### src/rtl/pipe_ctrl_pkg.sv
// Shared types and constants for the pipeline hazard/stall/flush controller.
package pipe_ctrl_pkg;

  typedef enum logic [1:0] {
    FWD_RF  = 2'b00,
    FWD_WB  = 2'b01,
    FWD_MEM = 2'b10
  } fwd_sel_t;

  typedef enum logic {
    RUN  = 1'b0,
    MISS = 1'b1
  } state_t;

  localparam int unsigned NUM_STAGES = 4;
  localparam int unsigned SV_IFID    = 0;
  localparam int unsigned SV_IDEX    = 1;
  localparam int unsigned SV_EXMEM   = 2;
  localparam int unsigned SV_MEMWB   = 3;

endpackage

### src/rtl/pipe_hazard_ctrl_if.sv
// Pipeline-control bus between the CPU datapath (master) and the hazard controller (slave).
// PIPE_PERF_CNT_EN adds the cyc_cnt/stall_cnt/flush_cnt performance counters.
interface pipe_hazard_ctrl_if
  import pipe_ctrl_pkg::*;
  #(
    parameter int unsigned REG_ADDR_W = 5,
    parameter int unsigned CNT_W      = 32
  );

  logic                  if_hit;
  logic [REG_ADDR_W-1:0] id_rs;
  logic [REG_ADDR_W-1:0] id_rt;
  logic                  id_uses_rt;
  logic [REG_ADDR_W-1:0] ex_rs;
  logic [REG_ADDR_W-1:0] ex_rt;
  logic [REG_ADDR_W-1:0] ex_rd;
  logic                  ex_reg_write;
  logic                  ex_mem_read;
  logic [REG_ADDR_W-1:0] mem_rd;
  logic                  mem_reg_write;
  logic [REG_ADDR_W-1:0] wb_rd;
  logic                  wb_reg_write;
  logic                  mem_pcsrc;

  logic                  pc_en;
  logic                  if_id_en;
  logic                  if_id_flush;
  logic                  id_ex_flush;
  logic                  ex_mem_flush;
  fwd_sel_t              fwd_a;
  fwd_sel_t              fwd_b;
  logic [NUM_STAGES-1:0] stage_valid;
  logic                  miss_timeout;

`ifdef PIPE_PERF_CNT_EN
  logic [CNT_W-1:0]      cyc_cnt;
  logic [CNT_W-1:0]      stall_cnt;
  logic [CNT_W-1:0]      flush_cnt;

  modport master (
    output if_hit, id_rs, id_rt, id_uses_rt, ex_rs, ex_rt, ex_rd, ex_reg_write,
           ex_mem_read, mem_rd, mem_reg_write, wb_rd, wb_reg_write, mem_pcsrc,
    input  pc_en, if_id_en, if_id_flush, id_ex_flush, ex_mem_flush, fwd_a, fwd_b,
           stage_valid, miss_timeout, cyc_cnt, stall_cnt, flush_cnt
  );

  modport slave (
    input  if_hit, id_rs, id_rt, id_uses_rt, ex_rs, ex_rt, ex_rd, ex_reg_write,
           ex_mem_read, mem_rd, mem_reg_write, wb_rd, wb_reg_write, mem_pcsrc,
    output pc_en, if_id_en, if_id_flush, id_ex_flush, ex_mem_flush, fwd_a, fwd_b,
           stage_valid, miss_timeout, cyc_cnt, stall_cnt, flush_cnt
  );
`else
  localparam int unsigned unused_cnt_w = CNT_W;

  modport master (
    output if_hit, id_rs, id_rt, id_uses_rt, ex_rs, ex_rt, ex_rd, ex_reg_write,
           ex_mem_read, mem_rd, mem_reg_write, wb_rd, wb_reg_write, mem_pcsrc,
    input  pc_en, if_id_en, if_id_flush, id_ex_flush, ex_mem_flush, fwd_a, fwd_b,
           stage_valid, miss_timeout
  );

  modport slave (
    input  if_hit, id_rs, id_rt, id_uses_rt, ex_rs, ex_rt, ex_rd, ex_reg_write,
           ex_mem_read, mem_rd, mem_reg_write, wb_rd, wb_reg_write, mem_pcsrc,
    output pc_en, if_id_en, if_id_flush, id_ex_flush, ex_mem_flush, fwd_a, fwd_b,
           stage_valid, miss_timeout
  );
`endif

endinterface

### src/rtl/pipe_fwd_sel.sv
// EX-operand forward select for one source register; MEM result beats WB, r0 never forwarded.
module pipe_fwd_sel
  import pipe_ctrl_pkg::*;
  #(
    parameter int unsigned REG_ADDR_W = 5
  ) (
    input  logic [REG_ADDR_W-1:0] ex_src,
    input  logic [REG_ADDR_W-1:0] mem_rd,
    input  logic                  mem_reg_write,
    input  logic                  mem_valid,
    input  logic [REG_ADDR_W-1:0] wb_rd,
    input  logic                  wb_reg_write,
    input  logic                  wb_valid,
    output fwd_sel_t              sel
  );

  always_comb begin
    sel = FWD_RF;
    if (mem_reg_write && mem_valid && (mem_rd != '0) && (mem_rd == ex_src)) begin
      sel = FWD_MEM;
    end else if (wb_reg_write && wb_valid && (wb_rd != '0) && (wb_rd == ex_src)) begin
      sel = FWD_WB;
    end
  end

endmodule

### src/rtl/pipe_hazard_ctrl.sv
// Hazard/stall/flush controller for the 5-stage pipeline: branch flush, I-cache miss
// sequencing with sticky timeout, load-use stall, stage valids and EX forwarding.
// PIPE_PERF_CNT_EN adds cycle/stall/branch-flush performance counters.
module pipe_hazard_ctrl
  import pipe_ctrl_pkg::*;
  #(
    parameter int unsigned REG_ADDR_W      = 5,
    parameter int unsigned MISS_MAX_CYCLES = 16,
    parameter int unsigned CNT_W           = 32
  ) (
    input logic                clk,
    input logic                reset,
    pipe_hazard_ctrl_if.slave  bus
  );

  localparam int unsigned MISS_CNT_W = $clog2(MISS_MAX_CYCLES + 1);

  state_t                  state_q, state_d;
  logic [MISS_CNT_W-1:0]   miss_cnt_q, miss_cnt_d;
  logic                    timeout_q;
  logic                    set_timeout;
  logic [NUM_STAGES-1:0]   valid_q;
  logic                    load_use;
  logic                    pc_en_d, if_id_en_d;
  logic                    if_id_flush_d, id_ex_flush_d, ex_mem_flush_d;
  fwd_sel_t                sel_a, sel_b;
  logic                    unused_ex_reg_write;

  assign unused_ex_reg_write = bus.ex_reg_write;

  // A load in EX whose destination feeds the instruction now in decode.
  assign load_use = bus.ex_mem_read && valid_q[SV_IDEX] && (bus.ex_rd != '0) &&
                    ((bus.ex_rd == bus.id_rs) || (bus.id_uses_rt && (bus.ex_rd == bus.id_rt)));

  always_ff @(posedge clk or posedge reset) begin
    if (reset) state_q <= RUN;
    else       state_q <= state_d;
  end

  always_comb begin
    state_d        = state_q;
    miss_cnt_d     = miss_cnt_q;
    set_timeout    = 1'b0;
    pc_en_d        = 1'b1;
    if_id_en_d     = 1'b1;
    if_id_flush_d  = 1'b0;
    id_ex_flush_d  = 1'b0;
    ex_mem_flush_d = 1'b0;
    if (bus.mem_pcsrc) begin
      if_id_flush_d  = 1'b1;
      id_ex_flush_d  = 1'b1;
      ex_mem_flush_d = 1'b1;
      state_d        = RUN;
      miss_cnt_d     = '0;
    end else begin
      case (state_q)
        RUN: begin
          if (!bus.if_hit) begin
            state_d       = MISS;
            pc_en_d       = 1'b0;
            if_id_flush_d = 1'b1;
          end else if (load_use) begin
            pc_en_d       = 1'b0;
            if_id_en_d    = 1'b0;
            id_ex_flush_d = 1'b1;
          end
        end
        MISS: begin
          if (bus.if_hit) begin
            state_d    = RUN;
            miss_cnt_d = '0;
          end else begin
            pc_en_d       = 1'b0;
            if_id_flush_d = 1'b1;
            // Counter saturates at the limit; the timeout is raised as it gets there.
            if (miss_cnt_q != MISS_CNT_W'(MISS_MAX_CYCLES)) begin
              miss_cnt_d = miss_cnt_q + MISS_CNT_W'(1);
            end
            if (miss_cnt_q == MISS_CNT_W'(MISS_MAX_CYCLES - 1)) begin
              set_timeout = 1'b1;
            end
          end
        end
        default: state_d = RUN;
      endcase
    end
  end

  always_ff @(posedge clk or posedge reset) begin
    if (reset) begin
      miss_cnt_q <= '0;
      timeout_q  <= 1'b0;
      valid_q    <= '0;
    end else begin
      miss_cnt_q <= miss_cnt_d;
      if (set_timeout) timeout_q <= 1'b1;
      valid_q[SV_IFID]  <= if_id_flush_d  ? 1'b0 :
                           (if_id_en_d ? bus.if_hit : valid_q[SV_IFID]);
      valid_q[SV_IDEX]  <= id_ex_flush_d  ? 1'b0 : valid_q[SV_IFID];
      valid_q[SV_EXMEM] <= ex_mem_flush_d ? 1'b0 : valid_q[SV_IDEX];
      valid_q[SV_MEMWB] <= valid_q[SV_EXMEM];
    end
  end

  pipe_fwd_sel #(.REG_ADDR_W(REG_ADDR_W)) u_fwd_a (
    .ex_src        (bus.ex_rs),
    .mem_rd        (bus.mem_rd),
    .mem_reg_write (bus.mem_reg_write),
    .mem_valid     (valid_q[SV_EXMEM]),
    .wb_rd         (bus.wb_rd),
    .wb_reg_write  (bus.wb_reg_write),
    .wb_valid      (valid_q[SV_MEMWB]),
    .sel           (sel_a)
  );

  pipe_fwd_sel #(.REG_ADDR_W(REG_ADDR_W)) u_fwd_b (
    .ex_src        (bus.ex_rt),
    .mem_rd        (bus.mem_rd),
    .mem_reg_write (bus.mem_reg_write),
    .mem_valid     (valid_q[SV_EXMEM]),
    .wb_rd         (bus.wb_rd),
    .wb_reg_write  (bus.wb_reg_write),
    .wb_valid      (valid_q[SV_MEMWB]),
    .sel           (sel_b)
  );

  // Reset holds the pipe frozen with bubbles in every register.
  always_comb begin
    bus.pc_en        = reset ? 1'b0   : pc_en_d;
    bus.if_id_en     = reset ? 1'b0   : if_id_en_d;
    bus.if_id_flush  = reset ? 1'b1   : if_id_flush_d;
    bus.id_ex_flush  = reset ? 1'b1   : id_ex_flush_d;
    bus.ex_mem_flush = reset ? 1'b1   : ex_mem_flush_d;
    bus.fwd_a        = reset ? FWD_RF : sel_a;
    bus.fwd_b        = reset ? FWD_RF : sel_b;
  end

  assign bus.stage_valid  = valid_q;
  assign bus.miss_timeout = timeout_q;

`ifdef PIPE_PERF_CNT_EN
  logic [CNT_W-1:0] cyc_q, stall_q, flush_q;

  always_ff @(posedge clk or posedge reset) begin
    if (reset) begin
      cyc_q   <= '0;
      stall_q <= '0;
      flush_q <= '0;
    end else begin
      cyc_q <= cyc_q + CNT_W'(1);
      if (!pc_en_d)      stall_q <= stall_q + CNT_W'(1);
      if (bus.mem_pcsrc) flush_q <= flush_q + CNT_W'(1);
    end
  end

  assign bus.cyc_cnt   = cyc_q;
  assign bus.stall_cnt = stall_q;
  assign bus.flush_cnt = flush_q;
`else
  localparam int unsigned unused_cnt_w = CNT_W;
`endif

endmodule
### src/flat_wrapper.sv
// flat-port wrapper written by rule: the top's interface ports become plain ports
module pipe_hazard_ctrl_flat import pipe_ctrl_pkg::*;
#(
    parameter int unsigned REG_ADDR_W      = 5,
    parameter int unsigned MISS_MAX_CYCLES = 16,
    parameter int unsigned CNT_W           = 32
  )
  (clk, reset, bus_if_hit, bus_id_rs, bus_id_rt, bus_id_uses_rt, bus_ex_rs, bus_ex_rt, bus_ex_rd, bus_ex_reg_write, bus_ex_mem_read, bus_mem_rd, bus_mem_reg_write, bus_wb_rd, bus_wb_reg_write, bus_mem_pcsrc, bus_pc_en, bus_if_id_en, bus_if_id_flush, bus_id_ex_flush, bus_ex_mem_flush, bus_fwd_a, bus_fwd_b, bus_stage_valid, bus_miss_timeout);
  pipe_hazard_ctrl_if #(.REG_ADDR_W(REG_ADDR_W), .CNT_W(CNT_W)) bus_i ();
  input logic clk;
  input logic reset;
  input wire logic [$bits(bus_i.if_hit)-1:0] bus_if_hit;
  input wire logic [$bits(bus_i.id_rs)-1:0] bus_id_rs;
  input wire logic [$bits(bus_i.id_rt)-1:0] bus_id_rt;
  input wire logic [$bits(bus_i.id_uses_rt)-1:0] bus_id_uses_rt;
  input wire logic [$bits(bus_i.ex_rs)-1:0] bus_ex_rs;
  input wire logic [$bits(bus_i.ex_rt)-1:0] bus_ex_rt;
  input wire logic [$bits(bus_i.ex_rd)-1:0] bus_ex_rd;
  input wire logic [$bits(bus_i.ex_reg_write)-1:0] bus_ex_reg_write;
  input wire logic [$bits(bus_i.ex_mem_read)-1:0] bus_ex_mem_read;
  input wire logic [$bits(bus_i.mem_rd)-1:0] bus_mem_rd;
  input wire logic [$bits(bus_i.mem_reg_write)-1:0] bus_mem_reg_write;
  input wire logic [$bits(bus_i.wb_rd)-1:0] bus_wb_rd;
  input wire logic [$bits(bus_i.wb_reg_write)-1:0] bus_wb_reg_write;
  input wire logic [$bits(bus_i.mem_pcsrc)-1:0] bus_mem_pcsrc;
  output wire logic [$bits(bus_i.pc_en)-1:0] bus_pc_en;
  output wire logic [$bits(bus_i.if_id_en)-1:0] bus_if_id_en;
  output wire logic [$bits(bus_i.if_id_flush)-1:0] bus_if_id_flush;
  output wire logic [$bits(bus_i.id_ex_flush)-1:0] bus_id_ex_flush;
  output wire logic [$bits(bus_i.ex_mem_flush)-1:0] bus_ex_mem_flush;
  output wire logic [$bits(bus_i.fwd_a)-1:0] bus_fwd_a;
  output wire logic [$bits(bus_i.fwd_b)-1:0] bus_fwd_b;
  output wire logic [$bits(bus_i.stage_valid)-1:0] bus_stage_valid;
  output wire logic [$bits(bus_i.miss_timeout)-1:0] bus_miss_timeout;
  assign bus_i.if_hit = bus_if_hit;
  assign bus_i.id_rs = bus_id_rs;
  assign bus_i.id_rt = bus_id_rt;
  assign bus_i.id_uses_rt = bus_id_uses_rt;
  assign bus_i.ex_rs = bus_ex_rs;
  assign bus_i.ex_rt = bus_ex_rt;
  assign bus_i.ex_rd = bus_ex_rd;
  assign bus_i.ex_reg_write = bus_ex_reg_write;
  assign bus_i.ex_mem_read = bus_ex_mem_read;
  assign bus_i.mem_rd = bus_mem_rd;
  assign bus_i.mem_reg_write = bus_mem_reg_write;
  assign bus_i.wb_rd = bus_wb_rd;
  assign bus_i.wb_reg_write = bus_wb_reg_write;
  assign bus_i.mem_pcsrc = bus_mem_pcsrc;
  assign bus_pc_en = bus_i.pc_en;
  assign bus_if_id_en = bus_i.if_id_en;
  assign bus_if_id_flush = bus_i.if_id_flush;
  assign bus_id_ex_flush = bus_i.id_ex_flush;
  assign bus_ex_mem_flush = bus_i.ex_mem_flush;
  assign bus_fwd_a = bus_i.fwd_a;
  assign bus_fwd_b = bus_i.fwd_b;
  assign bus_stage_valid = bus_i.stage_valid;
  assign bus_miss_timeout = bus_i.miss_timeout;
  pipe_hazard_ctrl #(.REG_ADDR_W(REG_ADDR_W), .MISS_MAX_CYCLES(MISS_MAX_CYCLES), .CNT_W(CNT_W)) u_core (.clk(clk), .reset(reset), .bus(bus_i));
endmodule
### config.mk
export PLATFORM = sky130hd
export DESIGN_NAME = pipe_hazard_ctrl_flat
export DESIGN_NICKNAME = d
export VERILOG_FILES = /design/src/rtl/pipe_ctrl_pkg.sv /design/src/rtl/pipe_hazard_ctrl_if.sv /design/src/rtl/pipe_fwd_sel.sv /design/src/rtl/pipe_hazard_ctrl.sv /design/src/flat_wrapper.sv
export SDC_FILE = /design/constraint.sdc
export NUM_CORES = 1
export LEC_CHECK = 0
export CORE_ASPECT_RATIO = 1.25
export CORE_MARGIN = 1
export CORE_UTILIZATION = 25
export DETAILED_ROUTE_END_ITERATION = 12
export GPL_TIMING_DRIVEN = 0
export PLACE_DENSITY = 0.62
export SYNTH_ARGS = -nofsm -noshare
export SYNTH_HDL_FRONTEND = slang
export SYNTH_SLANG_ARGS = --single-unit
### constraint.sdc
create_clock -name clk -period 1.8 [get_ports clk]
set_input_delay 0.36 -clock clk [delete_from_list [all_inputs] [get_ports clk]]
set_output_delay 0.36 -clock clk [all_outputs]
set_load 0.05 [all_outputs]
==> flow_summary.ini <==
[run_status]
status = finished, violations left
violations = negative setup slack

[run]
maxCapViolations = 0

[logic_synthesis]
synth-async-reset-ratio_pct = 100
synth-edff-count = 0
synth_nets = 156
synth_cells = 109
yosysSeqAreaShare_pct = 27.8
yosys.cell_types.count = 37
ys_ff_latch = 11
synthFlopType = dfrtp_1
avgSynthCellArea_um2 = 9.07
netlist_area_um2 = 988
yosysWarnings = 0

[clocking]
cts.sinks = 11
ctsLongestPathBuffers = 2
cts-buffers-inserted = 3
cts_root_buf = clkbuf_8
clk_pin_slew_ns = 0.05
postCtsHoldBufs = 0
clk_latency_ns = 0.24
cts_tree = done
htreeDepth = 1

[final_layout]
final_common_cell = buf_4
final_cell_mix = buf_4, buf_2, xor2_1
finalInstanceArea_um2 = 1900
drive_gt1_share_pct = 53.0
final_cells = 237
nets = 231
areaGrowthSynthToFinish_pct = 92.5
n_antenna_cell = 0

[sta]
finalHoldWorstSlack_ns = 0.222
hold_viol_final = 0
slew_headroom_pct = 65.3
setup_slack_ns = -0.291
max_freq_ghz = 0.478
worstMarginPinSlew_ns = 0.520
rsz0062_at_grt = true
setup_violations = 4
period_minus_slack_ns = 2.09
finalCritPeriodShare_pct = 116
clock-skew-final_ns = 0.00549
drv_slew = 0

[die]
num_rows = 25
core_area_um2 = 3780
ios = 58
die_h_um = 72.3
dieArea_um2 = 4210
initial_core_util_pct = 26.1
die_w_um = 58.2

[place]
port-buffer-count = 55
post-dp-hpwl_um = 2610
routabilityCongestion = 0.829
dp_worst_setup_slack_ns = -1.58
place_area_um2 = 1670
post-place-cells = 218

[global_route]
grt_max_degree = 14
track_usage_pct = 17.7
grt_pass1_wl_um = 5640
first_global_vias = 1222
antenna_found_initial = 0
gr-total-overflow = 0

[pwr]
p_per_area_nw_per_um2 = 445
ir_drop_v = 0.000293
leakage_nw = 0.886
power_uw = 846

[critical_path]
cp-end-kind = output pin
critPathRequiredTime_ns = 1.44
worstSetupPathType = in -> out
cp-start-kind = primary input
worstPathArrival_ns = 1.73
crit_fanout = 2

[drt]
drt_drc_violations_left = 0
wirelength_um = 3480
routedWlPerCell_um = 14.7
final_antenna_net_count = 0
vias_per_cell = 4.79
vias = 1136
drtPass1Iterations = 4
drt_iter0_drc = 46

[worst_hold_path]
hold_path.class = in -> async
worst max-delay path: stages:
cell and delay, ns:
buf_8 0.10, or4_4 0.54, o211ai_4 0.21, nor4_4 0.09
nor4_4 0.24, buf_6 0.19
worst paths after layout:
path	start	endpoint	slack [ns]	depth (start not counted)
worst min register to register	u_core.bus.miss_timeout	u_core.bus.miss_timeout	0.47	1
worst min-delay path	reset	u_core.miss_cnt_q[2]	0.22	3
max in group asynchronous	reset	u_core.state_q	1.40	3
worst max-delay path	bus_mem_rd[4]	bus_fwd_a[0]	-0.29	6
min in group clk	u_core.bus.miss_timeout	u_core.bus.miss_timeout	0.47	1
worst max register to register	u_core.miss_cnt_q[0]	u_core.miss_cnt_q[0]	0.17	5
cell usage after synthesis (all sizes together), types with 2 or more instances:
| master | count | area (µm²) |
|---|---|---|
| and2 | 3 | 21.3 |
| nor2 | 7 | 26.3 |
| nand2 | 5 | 18.8 |
| a21oi | 2 | 10.0 |
| nor4 | 4 | 37.5 |
| xor2 | 14 | 123 |
| and3 | 3 | 18.8 |
| nand3 | 3 | 15.0 |
| or4 | 4 | 30.0 |
| buf | 3 | 20.0 |
| nor3 | 3 | 15.0 |
| dfrtp | 11 | 275 |
| inv | 5 | 18.8 |
| xnor2 | 16 | 140 |
| a31oi | 3 | 18.8 |
| ha | 3 | 37.5 |
| mux2 | 2 | 22.5 |
| nand2b | 2 | 12.5 |
state kept, by name, summed over array words and instances, names as in the netlist:
signal                   flops
u_core.miss_cnt_q            5
u_core.bus.miss_timeout      1
u_core.bus.stage_valid       4
u_core.state_q               1
power by group:
group | switching, mW | internal, mW | total, mW
registers | 0.00879 | 0.256 | 0.265
logic | 0.177 | 0.156 | 0.333
clock network | 0.0960 | 0.152 | 0.248
total | 0.282 | 0.564 | 0.846
timing repair:
item	in CTS	in global routing
resized for setup	211	22
pin swaps	29	13
setup endpoints to repair	11	11
buffers inserted	8	7
final cells by class:
type	count	area, µm²
buffer	4	33.8
clock buffer	3	41.3
clock inverter	1	5.00
fill	355	1880
inverter	5	22.5
multi-input combinational	89	892
sequential	11	277
tap	54	67.6
timing repair buffer	70	564
metal layers:
layer	wire length, µm	up-vias	global-route usage (%)	part of all wire, %
met3	259	6	3.03	7.4
met2	1950	66	35.4	56
met4	65	0	6.35	1.9
met1	1210	530	17.7	35
met5	0	-	0	0
li1	-	534	-	-
logic make-up after synthesis:
family,share of synthesized area [%]
fa+ha+maj,3.80
buf+inv,4.30
flops,27.8
mux,3.29
xor+xnor,26.6
simple gates,22.7
compound gates,11.5
metrics by stage:
stage | setup TNS [ns] | utilization, %
floorplan | -0.754 | -
global placement | -10.89 | 44.1
detailed placement | -11.20 | 44.1
CTS | -1.16 | 48.1
global route | -1.14 | 50.3
finish | -0.999 | 50.3
Note: power is estimated with default switching activity, not from simulation.
